[src/rtl/mem_ctrl_pkg.sv]
// Shared definitions for the memory access scheduler.
//   state_e : controller FSM states
//   OP_*    : cell-array operation encoding driven on mem_op
package mem_ctrl_pkg;

    typedef enum logic [2:0] {
        IDLE,
        SETUP,
        ACCESS,
        WAIT,
        RESP,
        RECOVER
    } state_e;

    localparam logic OP_READ  = 1'b0;
    localparam logic OP_WRITE = 1'b1;

endpackage

[src/rtl/rr_arb2.sv]
// Two-requester round-robin arbiter (purely combinational).
//   req   : request vector
//   last  : index of the requester granted most recently
//   grant : one-hot grant, or zero when nothing is requested
module rr_arb2 (
    input  logic [1:0] req,
    input  logic       last,
    output logic [1:0] grant
);

    always_comb begin
        case (req)
            2'b01:   grant = 2'b01;
            2'b10:   grant = 2'b10;
            // On contention the requester that did not win last time goes first.
            2'b11:   grant = last ? 2'b01 : 2'b10;
            default: grant = 2'b00;
        endcase
    end

endmodule

[src/rtl/mem_access_scheduler.sv]
// Two-port scheduler in front of a single cell array. Grants one requester at
// a time, sequences SETUP/ACCESS/WAIT on the array, returns a one-cycle ack
// (with err on timeout) and then parks the array for two RECOVER cycles.
//   clk, rst_n           : clock, asynchronous active-low reset
//   req, we, addr, wdata : per-requester request, packed [i*W +: W]
//   ack, err, rdata      : per-requester completion pulse, timeout flag, read data
//   mem_select, mem_op   : cell-array select and operation
//   mem_addr, mem_wdata  : latched address / write data of the granted request
//   mem_rdata, mem_valid : cell-array read data and completion strobe
module mem_access_scheduler
    import mem_ctrl_pkg::*;
#(
    parameter int ADDR_W  = 4,
    parameter int DATA_W  = 8,
    parameter int TIMEOUT = 8
) (
    input  logic                clk,
    input  logic                rst_n,
    input  logic [1:0]          req,
    input  logic [1:0]          we,
    input  logic [2*ADDR_W-1:0] addr,
    input  logic [2*DATA_W-1:0] wdata,
    output logic [1:0]          ack,
    output logic                err,
    output logic [DATA_W-1:0]   rdata,
    output logic                mem_select,
    output logic                mem_op,
    output logic [ADDR_W-1:0]   mem_addr,
    output logic [DATA_W-1:0]   mem_wdata,
    input  logic [DATA_W-1:0]   mem_rdata,
    input  logic                mem_valid
);

    localparam int                CNT_W    = $clog2(TIMEOUT) + 1;
    localparam logic [CNT_W-1:0] CNT_LAST = CNT_W'(TIMEOUT - 1);
    localparam logic [CNT_W-1:0] CNT_MAX  = '1;

    state_e             state_q, state_d;
    logic [CNT_W-1:0]   cnt_q, cnt_d;
    logic               rec_q, rec_d;
    logic               timeout_hit;

    logic [1:0]         grant;
    logic               new_idx;
    logic               last_q;
    logic               we_q;
    logic [ADDR_W-1:0]  mem_addr_q;
    logic [DATA_W-1:0]  mem_wdata_q;

    logic [1:0]         ack_q, ack_d;
    logic               err_q, err_d;
    logic [DATA_W-1:0]  rdata_q, rdata_d;
    logic               mem_select_q, mem_select_d;
    logic               mem_op_q, mem_op_d;

    rr_arb2 u_arb (
        .req   (req),
        .last  (last_q),
        .grant (grant)
    );

    assign new_idx = grant[1];

    // ---------------- FSM: state register ----------------
    // NOTE: every clocked block uses non-blocking assignments so all registers
    // update from the same pre-edge values and simulation matches hardware.
    always_ff @(posedge clk or negedge rst_n) begin
        if (!rst_n) begin
            state_q <= IDLE;
            cnt_q   <= '0;
            rec_q   <= 1'b0;
        end else begin
            state_q <= state_d;
            cnt_q   <= cnt_d;
            rec_q   <= rec_d;
        end
    end

    // ---------------- FSM: next state ----------------
    // NOTE: each combinational output gets a default before the case so no
    // path leaves it unassigned, which would otherwise infer a latch.
    always_comb begin
        state_d     = state_q;
        cnt_d       = cnt_q;
        rec_d       = 1'b0;
        timeout_hit = 1'b0;
        case (state_q)
            IDLE:    if (|grant) state_d = SETUP;
            SETUP:   state_d = ACCESS;
            ACCESS: begin
                state_d = WAIT;
                cnt_d   = '0;
            end
            WAIT: begin
                // A strobe on the last allowed cycle still counts as success.
                if (mem_valid) begin
                    state_d = RESP;
                end else if (cnt_q == CNT_LAST) begin
                    state_d     = RESP;
                    timeout_hit = 1'b1;
                end
                if (cnt_q != CNT_MAX) cnt_d = cnt_q + 1'b1;
            end
            RESP:    state_d = RECOVER;
            RECOVER: begin
                // rec_q marks the second RECOVER cycle.
                rec_d = !rec_q;
                if (rec_q) state_d = IDLE;
            end
            default: state_d = IDLE;
        endcase
    end

    // ---------------- FSM: outputs ----------------
    // Decoded from the next state so the registered outputs line up with the
    // state they describe.
    always_comb begin
        mem_select_d = 1'b0;
        mem_op_d     = OP_READ;
        ack_d        = 2'b00;
        err_d        = 1'b0;
        rdata_d      = rdata_q;
        case (state_d)
            SETUP:  mem_select_d = 1'b1;
            ACCESS, WAIT: begin
                mem_select_d = 1'b1;
                mem_op_d     = we_q ? OP_WRITE : OP_READ;
            end
            RESP: begin
                mem_select_d = 1'b1;
                mem_op_d     = we_q ? OP_WRITE : OP_READ;
                ack_d        = last_q ? 2'b10 : 2'b01;
                err_d        = timeout_hit;
                // RESP is only entered from WAIT; timeouts and writes return 0.
                rdata_d      = (mem_valid && (we_q == OP_READ)) ? mem_rdata : '0;
            end
            default: ;
        endcase
    end

    always_ff @(posedge clk or negedge rst_n) begin
        if (!rst_n) begin
            ack_q        <= 2'b00;
            err_q        <= 1'b0;
            rdata_q      <= '0;
            mem_select_q <= 1'b0;
            mem_op_q     <= OP_READ;
        end else begin
            ack_q        <= ack_d;
            err_q        <= err_d;
            rdata_q      <= rdata_d;
            mem_select_q <= mem_select_d;
            mem_op_q     <= mem_op_d;
        end
    end

    // ---------------- Request capture at grant ----------------
    // last_q doubles as the index of the requester currently being served.
    always_ff @(posedge clk or negedge rst_n) begin
        if (!rst_n) begin
            last_q      <= 1'b1;
            we_q        <= OP_READ;
            mem_addr_q  <= '0;
            mem_wdata_q <= '0;
        end else if ((state_q == IDLE) && (|grant)) begin
            last_q      <= new_idx;
            we_q        <= new_idx ? we[1] : we[0];
            mem_addr_q  <= new_idx ? addr[2*ADDR_W-1:ADDR_W] : addr[ADDR_W-1:0];
            mem_wdata_q <= new_idx ? wdata[2*DATA_W-1:DATA_W] : wdata[DATA_W-1:0];
        end
    end

    assign ack        = ack_q;
    assign err        = err_q;
    assign rdata      = rdata_q;
    assign mem_select = mem_select_q;
    assign mem_op     = mem_op_q;
    assign mem_addr   = mem_addr_q;
    assign mem_wdata  = mem_wdata_q;

endmodule

[config.mk]
export PLATFORM = sky130hd
export DESIGN_NAME = mem_access_scheduler
export DESIGN_NICKNAME = d
export VERILOG_FILES = /design/src/rtl/mem_ctrl_pkg.sv /design/src/rtl/rr_arb2.sv /design/src/rtl/mem_access_scheduler.sv
export SDC_FILE = /design/constraint.sdc
export NUM_CORES = 1
export LEC_CHECK = 0
export CORE_MARGIN = 3
export CORE_UTILIZATION = 45
export CTS_BUF_LIST = sky130_fd_sc_hd__clkbuf_4 sky130_fd_sc_hd__clkbuf_8
export CTS_CLUSTER_SIZE = 28
export DETAILED_ROUTE_END_ITERATION = 16
export DONT_BUFFER_PORTS = 1
export HOLD_SLACK_MARGIN = 0.12
export SYNTH_ARGS = -nofsm -noshare
export SYNTH_HDL_FRONTEND = slang
export SYNTH_SLANG_ARGS = --single-unit
[constraint.sdc]
create_clock -name clk -period 3.2 [get_ports clk]
set_clock_uncertainty 0.2 [all_clocks]
set_input_delay 0.16 -clock clk [delete_from_list [all_inputs] [get_ports clk]]
set_output_delay 0.16 -clock clk [all_outputs]
set_load 0.01 [all_outputs]
### After elaboration in Yosys (flattened, before gate mapping)

Cells that the tools add are included.

* word-level logic and storage cells: 61
* output and inout port bits: 25
* bits of input ports: 39
* latch bits: 0
* memories: 0
* ROM bits: 0
* bits in registers: 35
* memory bits (writable): 0

* $add $sub $neg: 1
* bitwise gates (word level): 1
* divide/modulo/power cells: 0
* shifts and indexed selects: 0
* reduce and logical (&&, ||, !) cells: 9
* mux-type cells: 23
* multiply operators: 0
* equal/unequal tests: 15
* $lt $le $gt $ge: 0

Operators by type and width (count)
* $pmux W3 S6: 1
* $mux W8: 2
* $eq A3 B2 Y1 const B: 4
* $mux W3: 4
* $eq A3 B3 Y1 const B: 3
* $mux W1: 9
* $mux W4: 2
* $pmux W4 S2: 1
* $eq A3 B1 Y1 const B: 2
* $mux W2: 3
* $pmux W2 S3: 1
* $add A4 B1 Y4 const B: 1
* $eq A2 B2 Y1 const B: 2
* $eq A4 B3 Y1 const B: 1
* $ne A4 B4 Y1 const B: 1
* $reduce_or A4 Y1: 1
* $logic_not A3 Y1: 1
* $reduce_or A3 Y1: 1
* $eq A2 B1 Y1 const B: 1
* $logic_and A1 B1 Y1: 2
* $ne A2 B2 Y1 const B: 1
* $reduce_and A2 Y1: 1
* $reduce_bool A2 Y1: 1
* $reduce_or A2 Y1: 1
* 2 further kinds: 2

### Longest topological paths before layout

Gate-level depths: netlist of run 1.

* word-level depth: 8
* mapped depth: 5
* depth with buffers taken out: 4

### Cells and area by module

Synthesis of run 1 repeated with hierarchy kept, for this count alone.

* cell total of the unflattened synthesis: 121
* area total of the unflattened synthesis: 1660.3 sq um

Modules (own cells, without submodules)
* mem_access_scheduler: sequential area each 877.1 sq um, area an instance 1641.6 sq um, instances 1, cells each 118
* rr_arb2: sequential area each 0.0 sq um, area an instance 18.8 sq um, instances 1, cells each 3

### Least setup slack after synthesis of run 1

No wires, ideal clock.

* path kind: register -> register
* start point: reg cnt_q[0]
* end point: reg rdata_q[0], in the netlist rdata[0]
* data required time: 2879 ps
* slack: 1606 ps
* clock period less this slack: 1594 ps
* path buffers: 1
* setup time: 121 ps
* stages on the path, launching flop included: 6
* data arrival time: 1273 ps
* cells stage by stage: dfrtp_1 ha_1 and3b_1 o211ai_4 buf_6 a22o_1

* word-level cells in the longest chain between the ends: 5

Ends and longest elaborated chain
* from (decl): line mem_access_scheduler.sv:39 `logic [CNT_W-1:0] cnt_q, cnt_d;`
* from (signal assigned): line mem_access_scheduler.sv:74 `cnt_q <= cnt_d;`
* $eq A4 B3 Y1: line mem_access_scheduler.sv:98 `end else if (cnt_q == CNT_LAST) begin`
* $mux W3: line mem_access_scheduler.sv:98
* $mux W3: line mem_access_scheduler.sv:96 `if (mem_valid) begin`
* $pmux W3 S6: line mem_access_scheduler.sv:87 `case (state_q)`
* $eq A3 B3 Y1: line mem_access_scheduler.sv:123 `case (state_d)`
* to (signal assigned): line mem_access_scheduler.sv:151 `rdata_q <= rdata_d;`
* to (decl): line mem_access_scheduler.sv:52 `logic [DATA_W-1:0] rdata_q, rdata_d;`

No other way between the ends.
A chain may end at the register's enable or synchronous reset.

### Worst setup path in the final report of run 1

* start point: reg state_q[0]
* end point: reg mem_wdata_q[3], in the netlist mem_wdata[3]

* word-level cells in the longest chain between the ends: 2

Ends and longest elaborated chain
* from (decl): line mem_access_scheduler.sv:38 `state_e state_q, state_d;`
* from (signal assigned): line mem_access_scheduler.sv:73 `state_q <= state_d;`
* $logic_not A3 Y1: line mem_access_scheduler.sv:165 `end else if ((state_q == IDLE) && (|grant)) begin`
* $logic_and A1 B1 Y1: line mem_access_scheduler.sv:165
* to (signal assigned): line mem_access_scheduler.sv:169 `mem_wdata_q <= new_idx ? wdata[2*DATA_W-1:DATA_W] : wdata[DATA_W-1:0];`
* to (decl): line mem_access_scheduler.sv:48 `logic [DATA_W-1:0] mem_wdata_q;`

No other way between the ends.

==> out/summary.txt, run 1 <==
Gr usage total: 18.71%
Power Density: 857.0 nW/µm²
Post-synthesis net count: 171
Initial Util: 47.36%
Yosys top cell by area: dfrtp_1
Max-Cap Viols: 0
ANT nets after route: 0
Clk Latency, worst-skew pair: 0.33 ns
Crit path cell chain: nor3_4, nand3_4, o221a_2, dlygate4sd3_1
CP max FO: 16
Fin nets: 210
Largest net degree at the start of global routing: 35
TritonCTS buffer count: 5
Gpl congestion: 0.8198
Synth unique cells: 39
Most common cell after layout, fill and taps aside: dlygate4sd3_1
Total grt overflow: 0
Clock Path Buffers: 2
Crit path max-delay cell type: nor3_4
Synth area leaders: dfrtp_1, o221a_2, a22o_1, a21o_1, o221a_1
Crit share post-route: 83.99%
Num rows: 21
Fin. Hold Viols: 0
Width of the die: 65.73 µm
Crit path required time: 3.21 ns
Endpoints failing setup: 0
WP depth: 4
Synth top area share: 53.00%
WS Path Type: flip-flop to flip-flop
Slew margin rel.: 55.12%
Cell family with most CP delay: simple AND/OR/NAND/NOR gates
Buffers on Ports: 0
Total Power: 1.791 mW
RSZ-0062 raised after global routing: no
Initial antenna violation count: 0
Clock root cell: clkbuf_4
Min-delay worst type: primary input to flip-flop
Max rail drop VDD: 402.8 µV
Worst-path clk slew: 0.10 ns
Wirelength per Cell: 17.03 µm
DRC viols: 0
Yosys warns: 0
Layout fillers: 280
Worst r2r src: state_q[0]
Fraction of layout cells with a size suffix above 1: 13.45%
DR vias: 1228
Area Overhead vs Synth: 30.16%
Register area share after synthesis: 54.64%
DR pass1 iterations: 4
Final setup TNS: 0 ns
CTS hold repair buffers: 41
Hold path startpoint: mem_valid
Dpl hpwl: 2350 µm
Cells on worst reg2reg path: 4
Startpoint types: flip-flop
Final core occ: 61.65%
Cts repair resizes: 0
Final Critical Period: 2.688 ns
Area of the mapped netlist: 1605 µm²
Buf/Inv on CP: 1
Hold Path Depth: 2
Clock H-tree levels: 2
Antenna cells: 0
Worst Tran Pin Value: 0.6710 ns
I/O pin cnt: 64
Initial drt markers: 70
Vias in the first global route: 1299
Critical path arrival: 2.70 ns
F_max: 0.3721 GHz
CTS tree: done
Avg Vias per Cell: 5.659
Yosys reg bits: 35
Outcome: finished clean
Die H: 65.73 µm
CTS Sinks: 35
LEAKAGE: 0.8798 nW
Core ar.: 3390 µm²
First-pass GRT wire length: 6147 µm
CP endpoint kind: flip-flop
Critical path origin: state_q[0]
Mapped Cells: 131
Mapped Avg Cell Area: 12.25 µm²
Max-slew violations: 0
Die area: 4320 µm²
DRT Wirelength: 3696 µm
CP peak stage delay: 0.60 ns
Setup Buffers After CTS: 0
Highest-count cells in the layout ignoring fill and taps: dlygate4sd3_1, dfrtp_1
==> final timing paths <==
| check | endpoint | slack [ns] |
|---|---|---|
| setup / recovery | mem_wdata[3] | 0.51 |
| hold / removal | rdata[6] | 0.16 |
| setup reg to reg | mem_wdata[3] | 0.51 |
| hold reg to reg | rec_q | 0.26 |
| max in group asynchronous | mem_wdata[7] | 2.45 |
| min in group asynchronous | rdata[5] | 0.17 |
==> routing by layer <==
metal	wire, µm	share of wire, %	GRT usage [%]	up-vias
met5	0	0	0	-
met2	1739	47	29.41	46
met1	1606	43	24.07	599
li1	-	-	-	578
met3	313	8.5	6.838	5
met4	37	1.0	5.440	0
==> stage by stage <==
stage	hold WS, ns	cells	instance area [µm²]	setup slack, ns
after global routing	0.1480	217	2090	0.3782
after detailed placement	-0.3348	168	1595	1.112
after global placement	-0.3348	168	1595	1.205
final	0.1649	217	2090	0.5123
after floorplan	-0.3356	131	1605	1.606
after CTS	0.1377	217	2090	0.5587
==> logic make-up after synthesis <==
family,Yosys count,share of synthesized area [%]
AOI/OAI and AO/OA,44,23.77
and+or+nand+nor,40,16.14
buffers and inverters,11,4.676
adders and majority gates,1,0.7793
DFF,35,54.64
==> layout make-up <==
class | instances | area (µm²) | area share [%]
repair buffers | 41 | 430.4 | 20.60
clock buffers | 7 | 58.81 | 2.814
inverters | 2 | 7.507 | 0.3593
clock inverters | 1 | 5.005 | 0.2395
multi-input cells | 85 | 653.1 | 31.26
well taps | 46 | 57.56 | 2.754
flip-flops and latches | 35 | 877.1 | 41.98
==> report_power, final <==
| part | total (mW) | switching (mW) | internal [mW] |
|---|---|---|---|
| clock | 0.254 | 0.139 | 0.115 |
| combinational | 0.671 | 0.261 | 0.409 |
| sequential | 0.866 | 0.242 | 0.624 |
| total | 1.79 | 0.643 | 1.15 |
==> Yosys cell counts (all sizes together) <==
cell,number
inv,2
nand3,8
and4b,1
or2b,1
o21ai,3
nand2,4
and2b,1
nand4b,1
nor2,8
ha,1
nor3b,1
nor3,1
clkbuf,1
o211ai,1
nor4bb,1
a211oi,1
o221a,13
nand4,1
a2bb2oi,1
nand3b,6
a21o,8
dfrtp,34
nand2b,2
o21a,1
a21oi,6
a22oi,1
a22o,8
buf,8
and3b,1
and3,1
or2,1
a21boi,1
and2,1
dfstp,1
==> flip-flops by register name, indices dropped and copies added, names as in the netlist <==
signal / cells
err: 1
rdata: 8
rec_q: 1
mem_op: 1
ack: 2
mem_select: 1
mem_wdata: 8
last_q: 1
state_q: 3
cnt_q: 4
we_q: 1
mem_addr: 4
Power figures use the tool's default switching activity.
==> run 2: changes to the inputs <==
==> constraint.sdc (replaced) <==
create_clock -name clk -period 2.6 [get_ports clk]
set_clock_uncertainty 0.2 [all_clocks]
set_input_delay 0.13 -clock clk [delete_from_list [all_inputs] [get_ports clk]]
set_output_delay 0.13 -clock clk [all_outputs]
set_load 0.01 [all_outputs]
==> out/summary.txt, run 2 (same netlist as run 1, synthesis figures left out) <==
Outcome: finished clean
Max-slew violations: 0
First-pass GRT wire length: 5816 µm
Met3 Usage GRT: 5.470%
Initial Util: 47.36%
Placed Area: 1595 µm²
DRC viols: 0
Final core occ: 62.38%
Max rail drop VDD: 485.0 µV
CTS Sinks: 35
Gr usage total: 18.09%
Width of the die: 65.73 µm
Multi-input gate area: 653.1 µm²
Highest-count cells in the layout ignoring fill and taps: dlygate4sd3_1, dfrtp_1
Clock root cell: clkbuf_4
Reg area: 877.1 µm²
Final instance area: 2115 µm²
Initial drt markers: 68
Worst slack at placement: 0.5636 ns
Fin. Hold Viols: 0
Crit share post-route: 88.22%
TritonCTS buffer count: 5
Total grt overflow: 0
CP max FO: 14
Final Critical Period: 2.294 ns
Max-Cap Viols: 0
Avg Vias per Cell: 5.645
PnR worst setup slack: 0.3062 ns
Total Power: 2.210 mW
Critical path arrival: 2.35 ns
M1 GR Usage: 22.63%
DR pass1 iterations: 4
Die area: 4320 µm²
Crit path required time: 2.66 ns
Worst Tran Pin Value: 0.5117 ns
Met2 Usage GRT: 28.91%
RSZ-0062 raised after global routing: no
ANT nets after route: 0
Endpoints failing setup: 0
Worst-path clk slew: 0.10 ns
Crit path cell chain: nor3_4, and2_0, o221a_2, dlygate4sd3_1
Startpoint types: flip-flop
Min-delay worst type: flip-flop to flip-flop
Clock H-tree levels: 2
Wirelength per Cell: 16.74 µm
Cts repair resizes: 0
CTS tree: done
F_max: 0.4360 GHz
Most common cell after layout, fill and taps aside: dlygate4sd3_1
Finished Layout Cells: 220
CP peak stage delay: 0.56 ns
Fraction of layout cells with a size suffix above 1: 14.37%
LEAKAGE: 0.8952 nW
I/O pin cnt: 64
Power Density: 1045 nW/µm²
WS Path Type: flip-flop to flip-flop
Clock Path Buffers: 2
DRT Wirelength: 3683 µm
Hold slack final: 0.2713 ns
Die H: 65.73 µm
Clk Latency, worst-skew pair: 0.33 ns
CP endpoint kind: flip-flop
Num rows: 21
Largest net degree at the start of global routing: 35
Most used routing layer: met2
Core ar.: 3390 µm²
Fin nets: 213
Area Overhead vs Synth: 31.72%
Buffers on Ports: 0
Slew margin rel.: 65.88%
Dpl hpwl: 2340 µm
Layout fillers: 266
Antenna cells: 0
Final setup TNS: 0 ns
Initial antenna violation count: 0
DR vias: 1242
Vias in the first global route: 1218
Placed cells: 168
Crit path max-delay cell type: dfrtp_1
Gpl congestion: 0.7958
## run 2: changes by cell type in the layout (fill, tap and decap cells not counted), sizes merged
| cell | change |
|---|---|
| buf | +2 |
| dlygate4sd3 | +1 |
## run 2: layout make-up
cell class                 count  area share [%]
inverter                       2          0.3550
sequential                    35           41.48
multi-input combinational     85           30.89
timing repair buffer          44           21.54
tap                           46           2.722
clock buffer                   7           2.781
clock inverter                 1          0.2367
## run 2: timing repair
item / CTS / global route
hold buffers: 42 / 0
buffers inserted: 0 / 2
hold endpoints to repair: 64 / 0
setup endpoints to repair: 0 / 12
## run 2: critical path: cells and delay by family, from the launching register on
family	cells	cell delay (ns)
compound gates	1	0.23
buf+inv	1	0.56
flops	1	0.56
simple gates	2	0.68
## run 2: worst paths after layout
kind | startpoint | to | slack (ns) | cells past startpoint
max | state_q[0] | mem_addr[0] | 0.31 | 4
min | rec_q | rec_q | 0.27 | 1
max reg2reg | state_q[0] | mem_addr[0] | 0.31 | 4
min reg2reg | rec_q | rec_q | 0.27 | 1
max in group asynchronous | rst_n | mem_addr[1] | 1.36 | 4
min in group asynchronous | rst_n | rdata[5] | 0.66 | 4
## run 2: per-layer routing
layer	part of all wire, %	vias up
met1	41	602
met4	0.65	0
met2	50	55
li1	-	581
met3	8.3	4
met5	0	-
## run 2: power by group
| part | internal [mW] | switching (mW) |
|---|---|---|
| Clock | 0.141 | 0.169 |
| Combinational | 0.511 | 0.329 |
| Sequential | 0.768 | 0.291 |
